File: src/rtl/bash_fetch_pkg.sv
// Shared definitions for the expand-stage bias sequencer: word geometry,
// FSM state encoding and the byte-lane layout of one group word.
package bash_pkg;

  localparam int BASH_W       = 8;
  localparam int GROUP_CH     = 4;
  localparam int GROUP_WORD_W = 64;

  // A group word holds the four 3x3 biases in the upper half and the four
  // 1x1 biases in the lower half; channel 0 sits in the most significant byte.
  localparam int LANE_3X3_BASE = GROUP_CH * BASH_W;
  localparam int LANE_1X1_BASE = 0;

  typedef enum logic [1:0] {
    ST_IDLE,
    ST_LOAD,
    ST_PREF,
    ST_READY
  } state_t;

  // LSB position of the bias byte for a given channel of either kernel type.
  function automatic int lane_lsb(input logic is_3x3, input int ch);
    return (is_3x3 ? LANE_3X3_BASE : LANE_1X1_BASE) + (GROUP_CH - 1 - ch) * BASH_W;
  endfunction

endpackage

File: src/rtl/bash_fetch_if.sv
// Load stream, group-advance and bias-bus signals of the bias sequencer.
// The slave side is the sequencer itself; the master side is the
// configuration/DMA stream plus the consumer that issues group advances.
interface bash_fetch_if #(
  parameter int ADDR_W = 6
);
  import bash_pkg::*;

  logic                    load_start_i;
  logic [ADDR_W:0]         layer_groups_i;
  logic                    bias_en_i;
  logic [GROUP_WORD_W-1:0] load_data_i;
  logic                    load_valid_i;
  logic                    load_ready_o;
  logic                    load_done_o;
  logic                    group_next_i;
  logic [GROUP_WORD_W-1:0] bash_2_o;
  logic                    bash_valid_o;
  logic                    add_en_o;

  modport master (
    output load_start_i, layer_groups_i, bias_en_i, load_data_i, load_valid_i, group_next_i,
    input  load_ready_o, load_done_o, bash_2_o, bash_valid_o, add_en_o
  );

  modport slave (
    input  load_start_i, layer_groups_i, bias_en_i, load_data_i, load_valid_i, group_next_i,
    output load_ready_o, load_done_o, bash_2_o, bash_valid_o, add_en_o
  );

endinterface

File: src/rtl/bash_fetch_ram.sv
// Simple dual-port bias store with a registered read so it maps onto block RAM.
// Contents are deliberately not reset.
module bash_ram
  import bash_pkg::*;
#(
  parameter int DEPTH  = 64,
  parameter int ADDR_W = 6
) (
  input  logic                    clk,
  input  logic                    wr_en,
  input  logic [ADDR_W-1:0]       wr_addr,
  input  logic [GROUP_WORD_W-1:0] wr_data,
  input  logic [ADDR_W-1:0]       rd_addr,
  output logic [GROUP_WORD_W-1:0] rd_data
);

  logic [GROUP_WORD_W-1:0] mem [DEPTH];

  // Write port and one-cycle registered read port.
  always_ff @(posedge clk) begin
    if (wr_en) begin
      mem[wr_addr] <= wr_data;
    end
    rd_data <= mem[rd_addr];
  end

endmodule

File: src/rtl/bash_fetch.sv
// Bias sequencer: buffers one layer's group bias words, then replays them in
// order (wrapping per output row) on the bias bus that feeds the expand adder.
module bash_fetch
  import bash_pkg::*;
#(
  parameter int DEPTH  = 64,
  parameter int ADDR_W = 6
) (
  input  logic         clk_i,
  input  logic         rst_n_i,
  bash_fetch_if.slave  bus
);

  localparam logic [ADDR_W:0] DEPTH_CNT = (ADDR_W + 1)'(DEPTH);

  state_t                  state, state_nxt;
  logic [ADDR_W:0]         n_groups, n_groups_nxt;
  logic                    bias_en, bias_en_nxt;
  logic [ADDR_W-1:0]       wr_ptr, wr_ptr_nxt;
  logic [ADDR_W-1:0]       rd_ptr, rd_ptr_nxt;
  logic                    wr_en;
  logic [GROUP_WORD_W-1:0] rd_data;
  logic [ADDR_W:0]         clamped;
  logic                    last_beat;
  logic                    last_rd;

  assign clamped   = (bus.layer_groups_i > DEPTH_CNT) ? DEPTH_CNT : bus.layer_groups_i;
  assign last_beat = ({1'b0, wr_ptr} == (n_groups - 1'b1));
  assign last_rd   = ({1'b0, rd_ptr} == (n_groups - 1'b1));

  // The read address is the next-pointer value so an advance shows up one cycle later.
  bash_ram #(.DEPTH(DEPTH), .ADDR_W(ADDR_W)) u_ram (
    .clk     (clk_i),
    .wr_en   (wr_en),
    .wr_addr (wr_ptr),
    .wr_data (bus.load_data_i),
    .rd_addr (rd_ptr_nxt),
    .rd_data (rd_data)
  );

  // State, latched layer config and pointers.
  always_ff @(posedge clk_i or negedge rst_n_i) begin
    if (!rst_n_i) begin
      state    <= ST_IDLE;
      n_groups <= '0;
      bias_en  <= 1'b0;
      wr_ptr   <= '0;
      rd_ptr   <= '0;
    end else begin
      state    <= state_nxt;
      n_groups <= n_groups_nxt;
      bias_en  <= bias_en_nxt;
      wr_ptr   <= wr_ptr_nxt;
      rd_ptr   <= rd_ptr_nxt;
    end
  end

  // Next-state logic; a load start always wins over beats and group advances.
  always_comb begin
    state_nxt    = state;
    n_groups_nxt = n_groups;
    bias_en_nxt  = bias_en;
    wr_ptr_nxt   = wr_ptr;
    rd_ptr_nxt   = rd_ptr;
    wr_en        = 1'b0;
    if (bus.load_start_i) begin
      n_groups_nxt = clamped;
      bias_en_nxt  = bus.bias_en_i;
      wr_ptr_nxt   = '0;
      rd_ptr_nxt   = '0;
      state_nxt    = (clamped == '0) ? ST_PREF : ST_LOAD;
    end else begin
      case (state)
        ST_LOAD: begin
          if (bus.load_valid_i) begin
            wr_en      = 1'b1;
            wr_ptr_nxt = wr_ptr + 1'b1;
            if (last_beat) begin
              state_nxt = ST_PREF;
            end
          end
        end
        ST_PREF: begin
          rd_ptr_nxt = '0;
          state_nxt  = ST_READY;
        end
        ST_READY: begin
          if (bus.group_next_i && (n_groups != '0)) begin
            rd_ptr_nxt = last_rd ? '0 : rd_ptr + 1'b1;
          end
        end
        default: ;
      endcase
    end
  end

  assign bus.load_ready_o = (state == ST_LOAD);
  assign bus.load_done_o  = (state == ST_PREF);
  assign bus.bash_valid_o = (state == ST_READY);
  assign bus.add_en_o     = (state == ST_READY) && bias_en && (n_groups != '0);
  assign bus.bash_2_o     = ((state == ST_READY) && (n_groups != '0)) ? rd_data : '0;

endmodule

File: src/flat_wrapper.sv
// flat-port wrapper written by rule: the top's interface ports become plain ports
module bash_fetch_flat import bash_pkg::*;
#(
  parameter int DEPTH  = 64,
  parameter int ADDR_W = 6
)
  (clk_i, rst_n_i, bus_load_start_i, bus_layer_groups_i, bus_bias_en_i, bus_load_data_i, bus_load_valid_i, bus_group_next_i, bus_load_ready_o, bus_load_done_o, bus_bash_2_o, bus_bash_valid_o, bus_add_en_o);
  bash_fetch_if #(.ADDR_W(ADDR_W)) bus_i ();
  input  logic clk_i;
  input  logic rst_n_i;
  input wire logic [$bits(bus_i.load_start_i)-1:0] bus_load_start_i;
  input wire logic [$bits(bus_i.layer_groups_i)-1:0] bus_layer_groups_i;
  input wire logic [$bits(bus_i.bias_en_i)-1:0] bus_bias_en_i;
  input wire logic [$bits(bus_i.load_data_i)-1:0] bus_load_data_i;
  input wire logic [$bits(bus_i.load_valid_i)-1:0] bus_load_valid_i;
  input wire logic [$bits(bus_i.group_next_i)-1:0] bus_group_next_i;
  output wire logic [$bits(bus_i.load_ready_o)-1:0] bus_load_ready_o;
  output wire logic [$bits(bus_i.load_done_o)-1:0] bus_load_done_o;
  output wire logic [$bits(bus_i.bash_2_o)-1:0] bus_bash_2_o;
  output wire logic [$bits(bus_i.bash_valid_o)-1:0] bus_bash_valid_o;
  output wire logic [$bits(bus_i.add_en_o)-1:0] bus_add_en_o;
  assign bus_i.load_start_i = bus_load_start_i;
  assign bus_i.layer_groups_i = bus_layer_groups_i;
  assign bus_i.bias_en_i = bus_bias_en_i;
  assign bus_i.load_data_i = bus_load_data_i;
  assign bus_i.load_valid_i = bus_load_valid_i;
  assign bus_i.group_next_i = bus_group_next_i;
  assign bus_load_ready_o = bus_i.load_ready_o;
  assign bus_load_done_o = bus_i.load_done_o;
  assign bus_bash_2_o = bus_i.bash_2_o;
  assign bus_bash_valid_o = bus_i.bash_valid_o;
  assign bus_add_en_o = bus_i.add_en_o;
  bash_fetch #(.DEPTH(DEPTH), .ADDR_W(ADDR_W)) u_core (.clk_i(clk_i), .rst_n_i(rst_n_i), .bus(bus_i));
endmodule
File: config.mk
export PLATFORM = sky130hd
export DESIGN_NAME = bash_fetch_flat
export DESIGN_NICKNAME = d
export VERILOG_FILES = /design/src/rtl/bash_fetch_pkg.sv /design/src/rtl/bash_fetch_if.sv /design/src/rtl/bash_fetch_ram.sv /design/src/rtl/bash_fetch.sv /design/src/flat_wrapper.sv
export SDC_FILE = /design/constraint.sdc
export NUM_CORES = 2
export LEC_CHECK = 0
export CAP_MARGIN = 5
export CORE_MARGIN = 5
export CORE_UTILIZATION = 50
export CTS_CLUSTER_SIZE = 25
export DETAILED_ROUTE_END_ITERATION = 10
export HOLD_SLACK_MARGIN = 0.03
export PLACE_DENSITY = 0.68
export SLEW_MARGIN = 25
export SYNTH_ARGS = -nofsm -noshare
export SYNTH_HDL_FRONTEND = slang
export SYNTH_SLANG_ARGS = --single-unit
File: constraint.sdc
create_clock -name clk_i -period 8.45 [get_ports clk_i]
set_clock_uncertainty 0.15 [all_clocks]
set_input_delay 1.2675 -clock clk_i [delete_from_list [all_inputs] [get_ports clk_i]]
set_output_delay 1.2675 -clock clk_i [all_outputs]
set_load 0.005 [all_outputs]
Yosys cells after proc, flatten, opt, wreduce, memory -nomap -nowiden
Memories as Yosys holds them, arrays and structs flattened. A register that Yosys moved wholly into a read port is not among the register bits.
Cells that the tools add are included.
{"block": "word_totals", "out_inout_bits": 68, "n_memories": 1, "word_cells": 47, "inputBits": 77, "ramBits": 4096, "reg_bits": 22}
{"block": "op_classes", "n_reduce_logical": 11, "add_sub_neg": 3, "eq_ne": 7, "order_cmp": 1, "n_mux": 19}
{"memory": "u_core.u_ram.mem", "depth": 64, "word_bits": 64, "read_ports": 1, "rd_ports_with_merged_regs": 1, "wr": 1, "line": "bash_fetch_ram.sv:17", "text": "logic [GROUP_WORD_W-1:0] mem [DEPTH];"}
{"op": "2-to-1 mux 64 bit", "n": 1}
{"op": "2-to-1 mux 6 bit", "n": 6}
{"op": "== test 6 x 7 -> 1 bit", "n": 2}
{"op": "adder 6 x 1 -> 6 bit, second input constant", "n": 2}
{"op": "one-hot mux 6 bit (2 select lines)", "n": 1}
{"op": "2-to-1 mux 2 bit", "n": 4}
{"op": "greater-than comparator 7 bit, second input constant", "n": 1}
{"op": "zero test 7 bit", "n": 1}
{"op": "2-to-1 mux 7 bit", "n": 1}
{"op": "nonzero test 7 bit", "n": 1}
{"op": "subtractor 7 x 1 -> 7 bit, second input constant", "n": 1}
{"op": "2-to-1 mux 1 bit", "n": 5}
{"op": "== test 2 bit, second input constant", "n": 2}
{"op": "logical AND 1 bit", "n": 4}
{"op": "one-hot mux 2 bit (2 select lines)", "n": 1}
{"op": "nonzero test 2 bit", "n": 2}
{"op": "!= test 3 x 2 -> 1 bit, second input constant", "n": 1}
{"op": "!= test 3 bit, second input constant", "n": 1}
{"op": "AND reduction 3 bit", "n": 1}
{"op": "nonzero test 3 bit", "n": 1}
{"op": "== test 2 x 1 -> 1 bit, second input constant", "n": 1}
{"op": "AND reduction 2 bit", "n": 1}

Longest topological paths before layout
{"block": "logic_depth", "ltp_word": 6, "ltp_mapped": 19, "depth_no_buf": 13}

Hierarchy
Synthesis repeated with hierarchy kept, for this count alone.
{"block": "hier_totals", "hier_cells": 6820, "area_unflattened_um2": 158234.3}
{"module": "bash_ram", "seq_area_each_um2": 124279.2, "area_per_inst_um2": 156348.7, "cells_each": 6598, "instances": 1}
{"module": "bash_fetch", "seq_area_each_um2": 550.5, "area_per_inst_um2": 1885.6, "cells_each": 222, "instances": 1}

Worst setup path before layout
OpenSTA, ideal clock, no wires.
{"block": "synth_path", "path_kind": "in2reg", "startpoint": "input port bus_load_start_i", "endpoint": "memory u_core.u_ram.mem[1][0] (enable)", "setup_ns": 0.644, "path_buffers": 4, "stages": 7, "path_slack_ns": -0.971, "t_required_ns": 7.656, "arrival_ns": 8.627, "cell_sequence": "clkbuf_1 clkbuf_1 clkbuf_1 clkbuf_1 nor3_1 nand2_1 nor4_1"}
{"block": "synth_between", "elab_chain_len": 3}
{"element": "from (decl)", "line": "flat_wrapper.sv:11", "text": "input wire logic [$bits(bus_i.load_start_i)-1:0] bus_load_start_i;"}
{"element": "2-to-1 mux 1 bit", "line": "bash_fetch.sv:66", "text": "if (bus.load_start_i) begin"}
{"element": "2-to-1 mux 1 bit", "line": "bash_fetch_ram.sv:21", "text": "if (wr_en) begin"}
{"element": "2-to-1 mux 1 bit (not written as such)", "line": "bash_fetch_ram.sv:22", "text": "mem[wr_addr] <= wr_data;"}
{"element": "to (decl)", "line": "bash_fetch_ram.sv:17"}
No other way between the ends.

Worst setup path in the final report
{"block": "layout_path", "startpoint": "register u_core.n_groups[3]", "endpoint": "register u_core.u_ram.rd_data[3] (read register of u_core.u_ram.mem)"}
{"block": "layout_between", "elab_chain_len": 6, "word_cells_on_any_way": 8, "classes_between": "add/sub: 1; eq/ne: 1; mux: 4; reduce/logical: 2"}
{"element": "from (decl)", "line": "bash_fetch.sv:17", "text": "logic [ADDR_W:0] n_groups, n_groups_nxt;"}
{"element": "from (signal assigned)", "line": "bash_fetch.sv:51", "text": "n_groups <= n_groups_nxt;"}
{"element": "subtractor 7 x 1 -> 7 bit", "line": "bash_fetch.sv:29", "text": "assign last_rd = ({1'b0, rd_ptr} == (n_groups - 1'b1));"}
{"element": "== test 6 x 7 -> 1 bit", "line": "bash_fetch.sv:29"}
{"element": "2-to-1 mux 6 bit", "line": "bash_fetch.sv:89", "text": "rd_ptr_nxt = last_rd ? '0 : rd_ptr + 1'b1;"}
{"element": "2-to-1 mux 6 bit (*)", "line": "bash_fetch.sv:88", "text": "if (bus.group_next_i && (n_groups != '0)) begin"}
{"element": "one-hot mux 6 bit (2 select lines) (*)", "line": "bash_fetch.sv:73", "text": "case (state)"}
{"element": "2-to-1 mux 6 bit (*)", "line": "bash_fetch.sv:66"}
{"element": "to (decl)", "line": "bash_fetch_ram.sv:14", "text": "output logic [GROUP_WORD_W-1:0] rd_data"}
Every way passes the cells marked *; elsewhere a longest branch is shown, timed or not.
A chain may end at the register's enable or synchronous reset.

==> results.cfg <==
[routing]
ant_nets = 0
remaining_drc_errors = 0
dr.pass1.iters = 7
routedWlPerCell_um = 31.9
drtIter0Drc = 17320
drt-total-wl_um = 527000
vias = 107889
vias_per_cell = 6.53

[worst_setup_path]
worstPathRequired_ps = 9060
ff2ff_setup_slack_ps = 2460
cp-end-kind = flip-flop
worstSetupStartpointType = flip-flop
cp.arrival_ps = 6600
reg2reg_from = u_core.n_groups[3]
crit_type = flip-flop to flip-flop
r2r_cells = 13
crit_fanout = 129
worstReg2RegEnd = u_core.u_ram.rd_data[3]

[floorplan]
start_util = 0.502
core_sq_um = 328000
row_count = 210
dieArea_sq_um = 341000
io_pins = 145
die_y_um = 584
die_w_um = 584

[yosys]
synth_nets = 11870
synth_warnings = 0
ys_ff_latch = 4182
synthCells = 11789
synth_enable_flop_cells = 4096
postSynth.asyncResetShare = 0.00526
synth_ff_type = edfxtp_1
syn_area_per_cell_sq_um = 14.0
ys_seq_area_frac = 0.758
ys_types = 91
syn_area_sq_um = 165000

[final_layout]
layout.nets = 11882
final_area_sq_um = 185000
syn_to_final_growth_pct = 12.4
drive_above_1_share = 0.0948
fin_util = 0.565
instances_no_fill = 16514

[placement]
place_area_sq_um = 172000
dp_cells = 15734
dp_hpwl_um = 268000
gp_congestion = 0.881
io_buffers = 144

[power_and_ir_drop]
power_frac_comb = 0.040
power.internal_mw = 33.4
peakVddDrop_uv = 203
switching_share = 0.216
clockPowerShare = 0.422
netSwitchingPower_mw = 9.22
power.leakage_nw = 59.8
pwr-share-seq = 0.538
power_mw = 42.6
p_per_area_nw_per_um2 = 230

[cts]
clockBufferDepth = 4
cts_resized = 0
cts_tree = built
clk_latency_ps = 960
hold_buffers = 0
clk_pin_slew_ps = 60
post_cts_buffers = 0
htreeDepth = 5
root_buffer = clkbuf_16
cts_buffers = 408
cts_sinks = 4182

[outcome]
outcome = completed

[timing]
maxSlewHeadroom = 0.198
tightestPinTransition_ps = 1200
tns_ps = 0
max_freq_mhz = 167
post-route-min-period_ps = 5990
rsz0062_at_grt = false
fin_crit_sh = 0.709
finalMaxSlewViolations = 0
final_hold_viol_count = 0
setup_viol = 0

[worst_hold_path]
hold_end = u_core.bias_en
holdPathStages = 1
hp-start = u_core.bias_en
hold_class = flip-flop to flip-flop

[grt]
grtUsageTotal = 0.300
antenna_found_initial = 40
use_met3 = 0.0742
use_met1 = 0.407
top_usage_layer = met2
overflow = 0
grt_pass1_vias = 102204
grt_pass1_wl_um = 739000
grt_max_degree = 190
met2_usage = 0.459

[job]
drv_cap = 0
cell usage after synthesis (all sizes together) (33+ instances only):
cell / instances / area (sq um)
and4: 60 / 526
clkbuf: 509 / 1910
nand4: 109 / 688
a211oi: 80 / 601
o41ai: 63 / 552
mux4: 130 / 2930
a211o: 39 / 342
a31oi: 256 / 1620
edfxtp: 4096 / 123000
o21ai: 522 / 2620
a311oi: 81 / 716
and2: 94 / 588
a2bb2oi: 36 / 315
buf: 293 / 1490
and3: 114 / 718
o22ai: 93 / 588
nor3: 245 / 1250
a2111oi: 41 / 359
a21oi: 205 / 1030
o311ai: 49 / 429
a22oi: 33 / 248
a222oi: 37 / 370
nor2: 1032 / 3880
dfxtp: 64 / 1280
mux2i: 135 / 1350
nand3: 966 / 4830
nand2: 2167 / 8130
cells in the final DEF (no fill, tap or decap), types with 33 or more instances in the layout:
master	netlist	routed
a22oi_1	33	33
mux2i_1	135	135
nand3_1	966	966
and2_1	93	93
o22ai_1	92	92
and3_1	113	113
a211o_1	39	39
a211oi_1	80	80
nand2_1	2167	2165
dfxtp_1	64	64
nor2_1	1031	972
a2bb2oi_1	36	36
clkinv_2	0	66
and4_1	60	60
clkdlybuf4s50_1	0	82
clkbuf_16	0	409
buf_12	1	82
a2111oi_0	41	41
a311oi_1	80	79
clkinv_1	1	85
a31oi_1	254	254
o21ai_0	453	453
buf_4	14	197
clkbuf_1	507	91
nor2_4	0	60
clkbuf_8	0	34
o311ai_0	49	49
a21oi_1	204	203
o41ai_1	63	62
o21ai_1	68	67
nor3_1	240	234
a222oi_1	37	37
edfxtp_1	4096	4096
nand4_1	108	108
mux4_2	130	130
metal layers:
| metal | vias to the layer above | routed length, um |
|---|---|---|
| met5 | - | 178 |
| met3 | 1603 | 69400 |
| li1 | 44427 | - |
| met1 | 53720 | 189000 |
| met4 | 26 | 28900 |
| met2 | 8113 | 239000 |
critical path, cell delays in order (launching register included):
cell	delay [ps]
dfrtp_1	550
nor4_1	800
a21boi_1	440
nand4_1	290
o31ai_2	90
buf_4	230
o311a_4	620
inv_16	560
buf_12	630
mux2_2	450
o211ai_1	260
nand2b_1	140
a31oi_1	100
a311o_1	370
stage by stage:
| step | hold slack (ps) | setup WS (ps) |
|---|---|---|
| after CTS | 357 | 2550 |
| after detailed placement | 342 | 1870 |
| final | 351 | 2460 |
| after global routing | 379 | 2100 |
| after floorplan | 322 | 740 |
| after global placement | 340 | 1940 |
worst max-delay path by stage:
stage	from	to	cells past startpoint
after floorplan	bus_load_start_i	u_core.u_ram.mem[25][0]	7
after global placement	bus_group_next_i	u_core.u_ram.rd_data[55]	13
after detailed placement	bus_group_next_i	u_core.u_ram.rd_data[8]	11
after CTS	u_core.n_groups[3]	u_core.u_ram.rd_data[3]	13
after global routing	u_core.n_groups[3]	u_core.u_ram.rd_data[62]	14
final	u_core.n_groups[3]	u_core.u_ram.rd_data[3]	13
flip-flops by register name, summed over array words and instances, names as in the netlist:
signal and flops:
u_core.n_groups 7, u_core.u_ram.mem 4096, u_core.bias_en 1, u_core.rd_ptr 6, u_core.state 2, u_core.wr_ptr 6, u_core.u_ram.rd_data 64
area by class of cell:
class	count	area, sq um
antenna	20	50.0
fill	24914	143000
multi-input combinational	6786	37000
sequential	4182	125000
inverter	19	105
clock inverter	223	2220
tap	4346	5440
timing repair buffer	404	4380
clock buffer	534	11000
logic make-up after synthesis:
kind of cell | share of synthesized area
XOR/XNOR | 0.000904
AO/OA/AOI/OAI | 0.0646
adder cells (fa/ha/maj) | 0.000304
AND/OR/NAND/NOR | 0.128
buffers and inverters | 0.0211
flip-flops | 0.758
multiplexers | 0.0265
power groups by stage:
| stage | combinational, mW | clock, mW | sequential (mW) |
|---|---|---|---|
| 2_1_floorplan | 0.875 | 0 | 23.3 |
| 3_3_place_gp | 1.63 | 0 | 23.3 |
| 4_1_cts | 1.67 | 18.1 | 22.9 |
| 6_report | 1.70 | 18.0 | 22.9 |
| 5_1_grt | 1.81 | 19.0 | 22.9 |
| 3_5_place_dp | 1.66 | 0 | 23.3 |
Note: power is estimated with default switching activity, not from simulation.
